$ cat config.mk
export PLATFORM = sky130hd
export DESIGN_NAME = fwd_hazard_unit
export DESIGN_NICKNAME = d
export VERILOG_FILES = /design/src/rtl/fwd_hazard_unit.sv
export SDC_FILE = /design/constraint.sdc
export NUM_CORES = 1
export LEC_CHECK = 0
export CORE_AREA = 2 2 197 199
export CTS_BUF_LIST = sky130_fd_sc_hd__clkbuf_4
export DETAILED_ROUTE_END_ITERATION = 7
export DIE_AREA = 0 0 199 201
export GPL_ROUTABILITY_DRIVEN = 0
export GPL_TIMING_DRIVEN = 0
export PLACE_DENSITY = 0.47
export SYNTH_ARGS = -nofsm -noshare
export SYNTH_HDL_FRONTEND = slang
export SYNTH_SLANG_ARGS = --single-unit
$ cat constraint.sdc
create_clock -name clk -period 2.35 [get_ports clk]
set_input_delay 0.5875 -clock clk [delete_from_list [all_inputs] [get_ports clk]]
set_output_delay 0.5875 -clock clk [all_outputs]
set_load 0.1 [all_outputs]
$ cat src/rtl/fwd_hazard_unit.sv
// Operand forwarding, flag forwarding and hazard/stall control for the ID stage.
// Resolves ID operands from EX/MEM and freezes the front end on load-use and CBZ hazards.
module fwd_hazard_unit #(
    parameter int CNT_W = 16
) (
    input  logic             clk,
    input  logic             rst_n,
    input  logic [4:0]       id_rn,
    input  logic [4:0]       id_rm,
    input  logic             id_rn_used,
    input  logic             id_rm_used,
    input  logic [63:0]      id_rd1,
    input  logic [63:0]      id_rd2,
    input  logic             id_is_cbz,
    input  logic             id_is_bcond,
    input  logic [4:0]       ex_wreg,
    input  logic             ex_regwrite,
    input  logic             ex_memread,
    input  logic             ex_flagen,
    input  logic [63:0]      ex_result,
    input  logic [3:0]       ex_flags,
    input  logic [4:0]       mem_wreg,
    input  logic             mem_regwrite,
    input  logic             mem_memread,
    input  logic [63:0]      mem_result,
    input  logic [63:0]      mem_rdata,
    output logic [63:0]      opnd_a,
    output logic [63:0]      opnd_b,
    output logic [3:0]       flags_out,
    output logic             stall,
    output logic             bubble,
    output logic [CNT_W-1:0] stall_count
);

    typedef enum logic [1:0] {RUN, STALL2, STALL1} state_t;

    state_t     state, state_next;
    logic [3:0] flag_reg;
    logic       stall_c;

    // B.cond only consumes flags_out; the decode bit itself needs no logic here
    logic       unused_bcond;
    assign unused_bcond = id_is_bcond;

    // XZR (X31) never matches a producer, so it always reads the register file value
    logic rn_ex_alu, rn_ex_load, rn_mem;
    logic rm_ex_alu, rm_ex_load, rm_mem;

    assign rn_ex_alu  = (id_rn != 5'd31) && ex_regwrite && !ex_memread && (ex_wreg == id_rn);
    assign rn_ex_load = (id_rn != 5'd31) && ex_regwrite &&  ex_memread && (ex_wreg == id_rn);
    assign rn_mem     = (id_rn != 5'd31) && mem_regwrite && (mem_wreg == id_rn);
    assign rm_ex_alu  = (id_rm != 5'd31) && ex_regwrite && !ex_memread && (ex_wreg == id_rm);
    assign rm_ex_load = (id_rm != 5'd31) && ex_regwrite &&  ex_memread && (ex_wreg == id_rm);
    assign rm_mem     = (id_rm != 5'd31) && mem_regwrite && (mem_wreg == id_rm);

    always_comb begin
        opnd_a = id_rd1;
        if (rn_ex_alu)
            opnd_a = ex_result;
        else if (rn_mem)
            opnd_a = mem_memread ? mem_rdata : mem_result;
    end

    always_comb begin
        opnd_b = id_rd2;
        if (rm_ex_alu)
            opnd_b = ex_result;
        else if (rm_mem)
            opnd_b = mem_memread ? mem_rdata : mem_result;
    end

    logic load_use, cbz_alu, cbz_load, hazard;

    assign load_use = (id_rn_used && rn_ex_load) || (id_rm_used && rm_ex_load);
    assign cbz_alu  = id_is_cbz && rn_ex_alu;
    assign cbz_load = id_is_cbz && rn_ex_load;
    assign hazard   = load_use || cbz_alu || cbz_load;

    always_ff @(posedge clk or negedge rst_n) begin
        if (!rst_n)
            state <= RUN;
        else
            state <= state_next;
    end

    // STALL1 re-checks the advanced pipeline, so back-to-back hazards skip RUN
    always_comb begin
        state_next = state;
        stall_c    = 1'b0;
        case (state)
            RUN, STALL1: begin
                if (cbz_load) begin
                    state_next = STALL2;
                    stall_c    = 1'b1;
                end else if (hazard) begin
                    state_next = STALL1;
                    stall_c    = 1'b1;
                end else begin
                    state_next = RUN;
                end
            end
            STALL2: begin
                state_next = STALL1;
                stall_c    = 1'b1;
            end
            default: state_next = RUN;
        endcase
    end

    assign stall  = stall_c;
    assign bubble = stall_c;

    always_ff @(posedge clk or negedge rst_n) begin
        if (!rst_n)
            flag_reg <= 4'b0000;
        else if (ex_flagen)
            flag_reg <= ex_flags;
    end

    assign flags_out = ex_flagen ? ex_flags : flag_reg;

    always_ff @(posedge clk or negedge rst_n) begin
        if (!rst_n)
            stall_count <= '0;
        else if (stall_c && (stall_count != {CNT_W{1'b1}}))
            stall_count <= stall_count + 1'b1;
    end

endmodule

After elaboration in Yosys (flattened, before gate mapping):

Cells that the tools add are included.

* input port bits: 355
* bits in registers: 22
* word-level logic and storage cells: 50

* add/sub/neg operators: 1
* reduce and logical (&&, ||, !) cells: 25
* mux-type cells: 12
* eq/ne operators: 9

Operators with widths (count)
* 2-to-1 mux 64 bit: 5
* == test 5 bit: 4
* logical AND 1 bit: 19
* adder 16 x 1 -> 16 bit, second input constant: 1
* inequality test 16 bit, second input constant: 1
* inequality test 5 bit, second input constant: 2
* 2-to-1 mux 2 bit: 2
* 2-to-1 mux 4 bit: 1
* one-hot mux 2 bit (2 select lines): 1
* logical OR 1 bit: 3
* == test 2 x 1 -> 1 bit, second input constant: 1
* == test 2 bit, second input constant: 1
* logical NOT 2 bit: 1
* 2-to-1 mux 1 bit: 2
* one-hot mux 1 bit (2 select lines): 1
* OR reduction 2 bit: 1
* logical NOT 1 bit: 1

Longest topological paths before layout:

Gate-level depths: netlist of the first run.

* depth in word-level cells: 12
* gate-level depth with buffers: 9
* gate-level depth less buffers: 7

Least setup slack after synthesis of the first run:

No wires, ideal clock.

* path kind: input to output
* start point: in id_rn[4]
* end point: out opnd_a[63]
* slack: -2188 ps
* stages on the path: 8
* arrival: 3950 ps
* cells stage by stage: and4_4 -> o21ai_0 -> and4_1 -> clkbuf_1 -> buf_2 -> buf_2 -> nor2_1 -> o31ai_1

* word-level cells in the longest chain between the ends: 5
* elaborated cells between the ends (all ways): 10

RTL lines
* start: declaration: line 8 `input logic [4:0] id_rn,`
* inequality test 5 bit: line 49, 51
* logical AND 1 bit (on tied branches) (2 in a row): line 51, 49
* 2-to-1 mux 64 bit / logical AND 1 bit (equally long branches): line 60, 49
* 2-to-1 mux 64 bit (*): line 58 `if (rn_ex_alu)`
* end: declaration: line 27 `output logic [63:0] opnd_a,`

Every way passes the cells marked *; elsewhere a longest branch is shown, timed or not.

Worst setup path in the final report of the first run:

* start point: in id_rm[1]
* end point: out opnd_b[33]

* word-level cells in the longest chain between the ends: 5
* elaborated cells between the ends (all ways): 10

RTL lines
* start: declaration: line 9 `input logic [4:0] id_rm,`
* inequality test 5 bit: line 52, 54
* logical AND 1 bit (on tied branches) (2 in a row): line 54, 52
* 2-to-1 mux 64 bit / logical AND 1 bit (equally long branches): line 68, 52
* 2-to-1 mux 64 bit (*): line 66 `if (rm_ex_alu)`
* end: declaration: line 28 `output logic [63:0] opnd_b,`

Marks and branches as above.

==> key figures, run 1 <==
Clock tree
  • Worst-Skew Late Latency: about 0.32 ns
  • Maximum clock path buffer count: 2
  • Post-CTS Hold Fix Bufs: 0
  • Clock transition at the register clock pins on the worst setup and hold paths after CTS: roughly 0.13 ns
  • CTS root buffer: sky130_fd_sc_hd__clkbuf_4
  • Number of H-tree levels: 1
  • Total clock buffers created by CTS: 3
  • Sinks on Clock Net: 22
  • CTS tree: built

Placed design
  • Detailed placement HPWL: between 20 and 30 mm
  • Port Buffer Count: 502
  • Placed standard-cell area: about 13000 um2

Timing
  • Final period utilization: 122.5%
  • Number of max-slew violations in the final report: 0
  • Headroom to the max-slew limit: between 30% and 40%
  • RSZ-0062 raised after global routing: true
  • Measured slew at the worst slew-check pin: between 1 and 1.5 ns
  • Final worst setup slack: -0.5288 ns
  • Max Clk Rate: around 350 MHz
  • Setup violations, final: 130
  • Clock Skews: a little under 0.004 ns
  • Worst slack on hold paths: 0.4807 ns
  • Final hold violation count: 0
  • Min Clock Period, post-route: roughly 2.9 ns

Pwr
  • Clock power share: around 6.4%
  • Logic gate share of total power: roughly 84%
  • Switching part of the total: 50.79%
  • Total power of the final layout: 0.004669 W
  • Static leakage: 6.255 nW
  • Int Power: approximately 0.0023 W
  • Switching power of the nets: between 0.002 and 0.0025 W
  • Maximum resistive drop on vdd: approximately 0.61 mV
  • Portion of total power attributed to sequential cells: under 10%
  • Power per standard cell area: between 200 and 300 nW/um2

Routing
  • First-pass DRT Iterations: 4
  • DRC marker count from the first detailed-route iteration: ~170
  • Antenna Violating Nets Remaining: 0
  • Routed length per instance: 22.45 um
  • Vias: slightly above 7000
  • Routed Wire Length: 38.73 mm
  • DRC violations left: 0
  • Vias per inst: ~4.2

Min path
  • Min-Delay Startpoint: state[1]
  • Path category of the worst min-delay check: reg2reg

Setup path
  • Ordered cell list for the critical path: buf_4 > xor2_2 > nor4_4 > buf_4 > clkbuf_16 > clkbuf_16 > mux2i_4 > o21ai_4 > buf_12
  • Max Fanout on Critical Path: 5
  • Critical path origin: id_rm[1]
  • Reg2Reg Launch Point: stall_count[0]
  • Crit end category: output pin
  • Slowest stage cell on the critical path: sky130_fd_sc_hd__nor4_4
  • Maximum single-stage delay on the critical path: between 0.2 and 0.3 ns
  • CP required: 1.76 ns
  • Startpoint class of the critical path: input port
  • Arrival time worst endpoint: 2.29 ns
  • Startpoint-to-endpoint class of the critical path: in2out

Finish
  • Finished Cell Area: between 15000 and 20000 um2
  • Final net count: around 1600
  • Share of cells above drive strength 1: between 50% and 60%
  • Flip-flop count of the largest register after layout: 16
  • # fillers: roughly 3500
  • Layout area overhead: 264.9%

Synth
  • Commonest cells in the synthesized netlist: sky130_fd_sc_hd__nand2_1, sky130_fd_sc_hd__mux2i_1, sky130_fd_sc_hd__o21ai_0, sky130_fd_sc_hd__mux2_2, sky130_fd_sc_hd__o21ai_1
  • Portion of the post-synthesis area used by sequential elements: a little under an eighth
  • Average cell area after synthesis: about 7.4 um2
  • Most used flip-flop cell after synthesis: sky130_fd_sc_hd__dfrtp_1
  • EDFF count, synth: 0
  • Post-Syn Area: between 4000 and 5000 um2
  • Count of distinct cell types in the synthesized netlist: 37
  • Yosys warning total: 0
  • Number of standard cells after synthesis: ~630
  • Leading post-synthesis cells by cell area: sky130_fd_sc_hd__mux2i_1, sky130_fd_sc_hd__mux2_2, sky130_fd_sc_hd__dfrtp_1
  • Nets in the synthesized netlist: 990
  • Share of async-settable or async-resettable flops after synthesis: between 90% and 100%
  • Share of the synthesized area in the top cell type: between 20% and 30%
  • Dominant cell type by area after synthesis: sky130_fd_sc_hd__mux2i_1
  • Most instantiated library cell after synthesis: sky130_fd_sc_hd__nand2_1
  • Seq cells post-synth: 22

Floorplan
  • Number of placed I/O pins: 505
  • Total core area: approximately 38000 um2
  • Width of the die: 199 um
  • Starting Density: about an eighth
  • Die span in y: 201 um
  • Number of placement rows: 72
  • Die area: about 40000 um2

Flow run
  • Number of violations of the max-capacitance limit: 0

Global routing
  • GRT Resource Usage Total: a little under a fifth
  • Maximum number of pins on one net before global-route repair: 23
  • Global-route wire length before repair: 54.19 mm
  • Antenna violations before repair: 1
  • Number of global-route vias before repair: around 8000
  • Total grt overflow: 0

Status
  • Status: finished with violations
  • Violations in the final reports: setup timing
worst max-delay path, delay by kind of cell:
| kind | cells | cell delay [ns] |
|---|---|---|
| AOI/OAI and AO/OA | 1 | 0.09 |
| xor gates and xnor gates | 1 | 0.18 |
| buffers and inverters | 5 | 0.85 |
| muxes | 1 | 0.26 |
| and+or+nand+nor | 1 | 0.29 |
per-stage QoR:
stage / utilization [%] / TNS [ns] / instances / worst slack (ns)
floorplan: - / -58.06 / 634 / -0.6440
global route: 44.89 / -72.24 / 1724 / -0.6086
detailed placement: 34.25 / -339.51 / 1654 / -2.861
global placement: 34.25 / -335.94 / 1654 / -2.823
CTS: 43.88 / -84.05 / 1720 / -0.7530
finish: 44.90 / -60.24 / 1725 / -0.5288
placed cells by master, fill, tap and decap left out, types with 8 or more instances in the layout:
master	count
sky130_fd_sc_hd__xnor2_2	10
sky130_fd_sc_hd__o21ai_4	128
sky130_fd_sc_hd__nor3_1	8
sky130_fd_sc_hd__buf_6	23
sky130_fd_sc_hd__dfrtp_1	20
sky130_fd_sc_hd__mux2_2	67
sky130_fd_sc_hd__buf_8	12
sky130_fd_sc_hd__mux2i_4	126
sky130_fd_sc_hd__clkbuf_16	20
sky130_fd_sc_hd__dlygate4sd2_1	17
sky130_fd_sc_hd__buf_4	27
sky130_fd_sc_hd__nand2_2	27
sky130_fd_sc_hd__xor2_1	17
sky130_fd_sc_hd__clkdlybuf4s50_1	326
sky130_fd_sc_hd__buf_12	163
sky130_fd_sc_hd__buf_16	12
sky130_fd_sc_hd__nand2_4	46
sky130_fd_sc_hd__nand2_1	66
timing repair:
item,in CTS,in global routing
resized for setup,1603,144
setup buffers,45,17
hold endpoints to repair,0,0
pin swaps,71,73
setup endpoints to repair,163,136
gates cloned,20,6
metal layers:
layer  part of all wire, %  GRT usage (%)  vias to the layer above
met5                     0              0                        -
li1                      -              -                     3437
met4                  0.89          1.439                        0
met3                   7.5          4.267                       10
met1                    39          20.99                     3528
met2                    53          35.03                      290
power by group through the flow:
stage | logic (W) | registers (W) | clock network (W)
final | 0.00393 | 0.000437 | 0.000299
after floorplan | 0.00198 | 0.000577 | 0
after detailed placement | 0.00329 | 0.000445 | 0
after global placement | 0.00329 | 0.000446 | 0
after CTS | 0.00391 | 0.000437 | 0.000307
after global routing | 0.00405 | 0.000442 | 0.000325
worst paths after layout:
| kind | end | slack, ns | cells after the start |
|---|---|---|---|
| max | opnd_b[33] | -0.53 | 9 |
| min | state[1] | 0.48 | 1 |
| max reg2reg | stall_count[1] | 0.33 | 6 |
| min reg2reg | state[1] | 0.48 | 1 |
| max in group asynchronous | stall_count[1] | 0.86 | 1 |
| min in group asynchronous | stall_count[7] | 0.81 | 1 |
area by class of cell:
cell class | instances | area, um2 | share of cell area (%)
Clock inverter | 1 | 30.03 | 0.1755
Multi-Input combinational cell | 557 | 7526 | 43.99
Clock buffer | 3 | 22.52 | 0.1316
Inverter | 3 | 15.01 | 0.08775
Tap cell | 518 | 648.1 | 3.788
Antenna cell | 1 | 2.502 | 0.01463
Timing Repair Buffer | 576 | 7497 | 43.82
Buffer | 44 | 815.8 | 4.768
Sequential cell | 22 | 553.0 | 3.232
cell families after synthesis:
kind of cell	synth area share, %
compound gates	15.29
xor+xnor	6.163
fa+ha+maj	0.2668
buf+inv	5.176
flops	11.74
mux	43.68
simple gates	17.69
No activity file was read; power rests on OpenSTA's default activity.
==> run 2, diff against run 1 <==
--- a/config.mk
+++ b/config.mk
@@ -9,2 +9,3 @@
 export CTS_BUF_LIST = sky130_fd_sc_hd__clkbuf_4
+export CTS_CLUSTER_DIAMETER = 40
 export DETAILED_ROUTE_END_ITERATION = 7
@@ -14,2 +15,3 @@
 export PLACE_DENSITY = 0.47
+export SLEW_MARGIN = 10
 export SYNTH_ARGS = -nofsm -noshare
==> constraint.sdc (replaced) <==
create_clock -name clk -period 2.35 [get_ports clk]
set_input_delay 0.47 -clock clk [delete_from_list [all_inputs] [get_ports clk]]
set_output_delay 0.47 -clock clk [all_outputs]
set_load 0.1 [all_outputs]
==> run 2 against run 1 <==
Compared with the run above: the flow still finishes with violations (setup timing); hold slack lost 0.030 ns; combinational power is essentially flat; fmax up 5.9%; via count about the same; critical path depth up 2; sequential power about the same; setup slack improved by 0.16 ns; routed wire length increased by 0.43%; critical path type unchanged.
==> key figures, run 2 (same netlist as run 1, synthesis figures left out) <==
Setup path
  • Crit end category: output pin
  • Maximum single-stage delay on the critical path: ~0.25 ns
  • Startpoint class of the critical path: input port
  • Ordered cell list for the critical path: buf_8 > xor2_1 > nor3_2 > and4_4 > buf_8 > buf_16 > buf_12 > buf_12 > mux2i_4 > o21ai_4 > buf_12
  • Slowest stage cell on the critical path: sky130_fd_sc_hd__and4_4
  • CP required: ~1.9 ns
  • Worst path most repeated cell: sky130_fd_sc_hd__buf_12
  • Max Fanout on Critical Path: 5
  • Arrival time worst endpoint: 2.25 ns
  • Startpoint-to-endpoint class of the critical path: in2out
  • Worst setup slack for register-to-register paths: about 0.33 ns

Clock tree
  • CTS tree: built
  • Number of H-tree levels: 1
  • Maximum clock path buffer count: 2
  • CTS root buffer: sky130_fd_sc_hd__clkbuf_4
  • Clock transition at the register clock pins on the worst setup and hold paths after CTS: approximately 0.14 ns
  • Worst-Skew Late Latency: 0.32 ns
  • Total clock buffers created by CTS: 3
  • Sinks on Clock Net: 22

Pwr
  • Clock power share: under 10%
  • Portion of total power attributed to sequential cells: 9.7%
  • Total power of the final layout: between 0.004 and 0.005 W
  • Static leakage: 5.955 nW
  • Int Power: 0.002178 W
  • Power per standard cell area: roughly 270 nW/um2
  • Maximum resistive drop on vdd: approximately 0.45 mV
  • Switching power of the nets: 0.002340 W
  • Logic gate share of total power: a little under nine tenths
  • Switching part of the total: roughly half

Placed design
  • Port Buffer Count: 502
  • Placement Setup Slack: -2.459 ns
  • Detailed placement HPWL: just under 30 mm

Finish
  • Layout area overhead: 259.0%
  • Footprint of the multi-input gates: around 7300 um2
  • Flip-flop count of the largest register after layout: 16
  • Register Area: between 500 and 600 um2
  • Most common library cell in the layout ignoring fill and taps: sky130_fd_sc_hd__clkdlybuf4s50_1
  • Share of cells above drive strength 1: a little under three fifths
  • Commonest cells after routing, fill and taps aside: sky130_fd_sc_hd__clkdlybuf4s50_1, sky130_fd_sc_hd__buf_12, sky130_fd_sc_hd__o21ai_4, sky130_fd_sc_hd__mux2i_4, sky130_fd_sc_hd__nand2_1
  • Final net count: roughly 1600
  • # fillers: about 3600

Routing
  • Routed Wire Length: around 39 mm
  • DRC marker count from the first detailed-route iteration: around 160
  • Routed length per instance: around 23 um
  • DRC violations left: 0
  • First-pass DRT Iterations: 4
  • Antenna Violating Nets Remaining: 0
  • Vias: slightly above 7000
  • Vias per inst: roughly 4.2

Status
  • Status: finished with violations
  • Violations in the final reports: setup timing

Global routing
  • GRT Resource Usage Total: between 10% and 20%
  • Antenna violations before repair: 2
  • Total grt overflow: 0
  • GR Layer Usage met3: between 4 and 5%
  • Met2 track demand over resource in global routing: 35.44%
  • Global-route track usage on met1: 21.72%
  • Maximum number of pins on one net before global-route repair: 23
  • Number of global-route vias before repair: roughly 8000
  • Most crowded layer after global routing: met2
  • Global-route wire length before repair: around 55 mm

Flow run
  • Number of violations of the max-capacitance limit: 0

Timing
  • Clock Skews: about 0.015 ns
  • Final hold violation count: 0
  • TNS Setup: -32.64 ns
  • Final period utilization: 115.6%
  • Max Clk Rate: about 370 MHz
  • Measured slew at the worst slew-check pin: a little over 1 ns
  • Setup violations, final: 130
  • Min Clock Period, post-route: 2.717 ns
  • Final worst setup slack: -0.3673 ns
  • RSZ-0062 raised after global routing: true
  • Headroom to the max-slew limit: 31.46%
  • Number of max-slew violations in the final report: 0

Floorplan
  • Width of the die: just under 200 um
  • Number of placement rows: just over 70
  • Number of placed I/O pins: ~510
  • Total core area: ~38000 um2
  • Die span in y: roughly 200 um
  • Starting Density: between 10 and 15%
  • Die area: approximately 40000 um2

Min path
  • Path category of the worst min-delay check: in2reg
run 2: critical path, delay by kind of cell:
family	cells	cell delay [ns]
buffers and inverters	6	0.81
AND/OR/NAND/NOR	2	0.43
multiplexers	1	0.25
XOR/XNOR	1	0.16
AO/OA/AOI/OAI	1	0.09
run 2: final cells by class:
class                           instances  share of cell area (%)
Antenna cell                            2                 0.02973
Buffer                                 44                   4.683
Clock buffer                            3                  0.1338
Clock inverter                          1                 0.02230
Inverter                                3                 0.08919
Multi-Input combinational cell        557                   43.53
Sequential cell                        22                   3.285
Tap cell                              518                   3.850
Timing Repair Buffer                  575                   44.38
run 2: through the flow:
stage / hold slack, ns / area, um2 / utilization (%) / instances
floorplan: 0.1744 / 7181 / - / 634
global placement: 0.4609 / 12850 / 33.73 / 1654
detailed placement: 0.4641 / 12850 / 33.73 / 1654
CTS: 0.4822 / 16510 / 43.33 / 1722
global route: 0.4520 / 16830 / 44.16 / 1723
finish: 0.4510 / 16830 / 44.18 / 1725
run 2: worst paths after layout:
path,from,endpoint,depth (start not counted)
max,mem_wreg[3],opnd_a[17],11
min,id_is_cbz,state[0],3
max reg2reg,stall_count[0],stall_count[1],6
min reg2reg,state[1],state[1],1
max in group asynchronous,rst_n,stall_count[0],1
min in group asynchronous,rst_n,stall_count[7],1
run 2: what timing repair did:
| item | CTS | global route |
|---|---|---|
| pin swaps | 97 | 36 |
| endpoints found under the setup margin | 156 | 130 |
| gates resized for setup | 1598 | 115 |
| buffers inserted | 44 | 13 |
| cloned | 21 | 5 |
| hold buffers | 0 | 0 |
run 2: layer usage:
layer	vias to the layer above	wire [um]
met5	-	0
met4	0	342
met3	18	2698
met2	303	20650
met1	3502	15210
li1	3448	-
run 2: power by group through the flow:
stage / Sequential, W / Clock (W) / Combinational (W)
after floorplan: 0.000577 / 0 / 0.00195
after global placement: 0.000447 / 0 / 0.00323
after detailed placement: 0.000446 / 0 / 0.00324
after CTS: 0.000438 / 0.000193 / 0.00385
after global routing: 0.000444 / 0.000214 / 0.00402
final: 0.000438 / 0.000184 / 0.00390
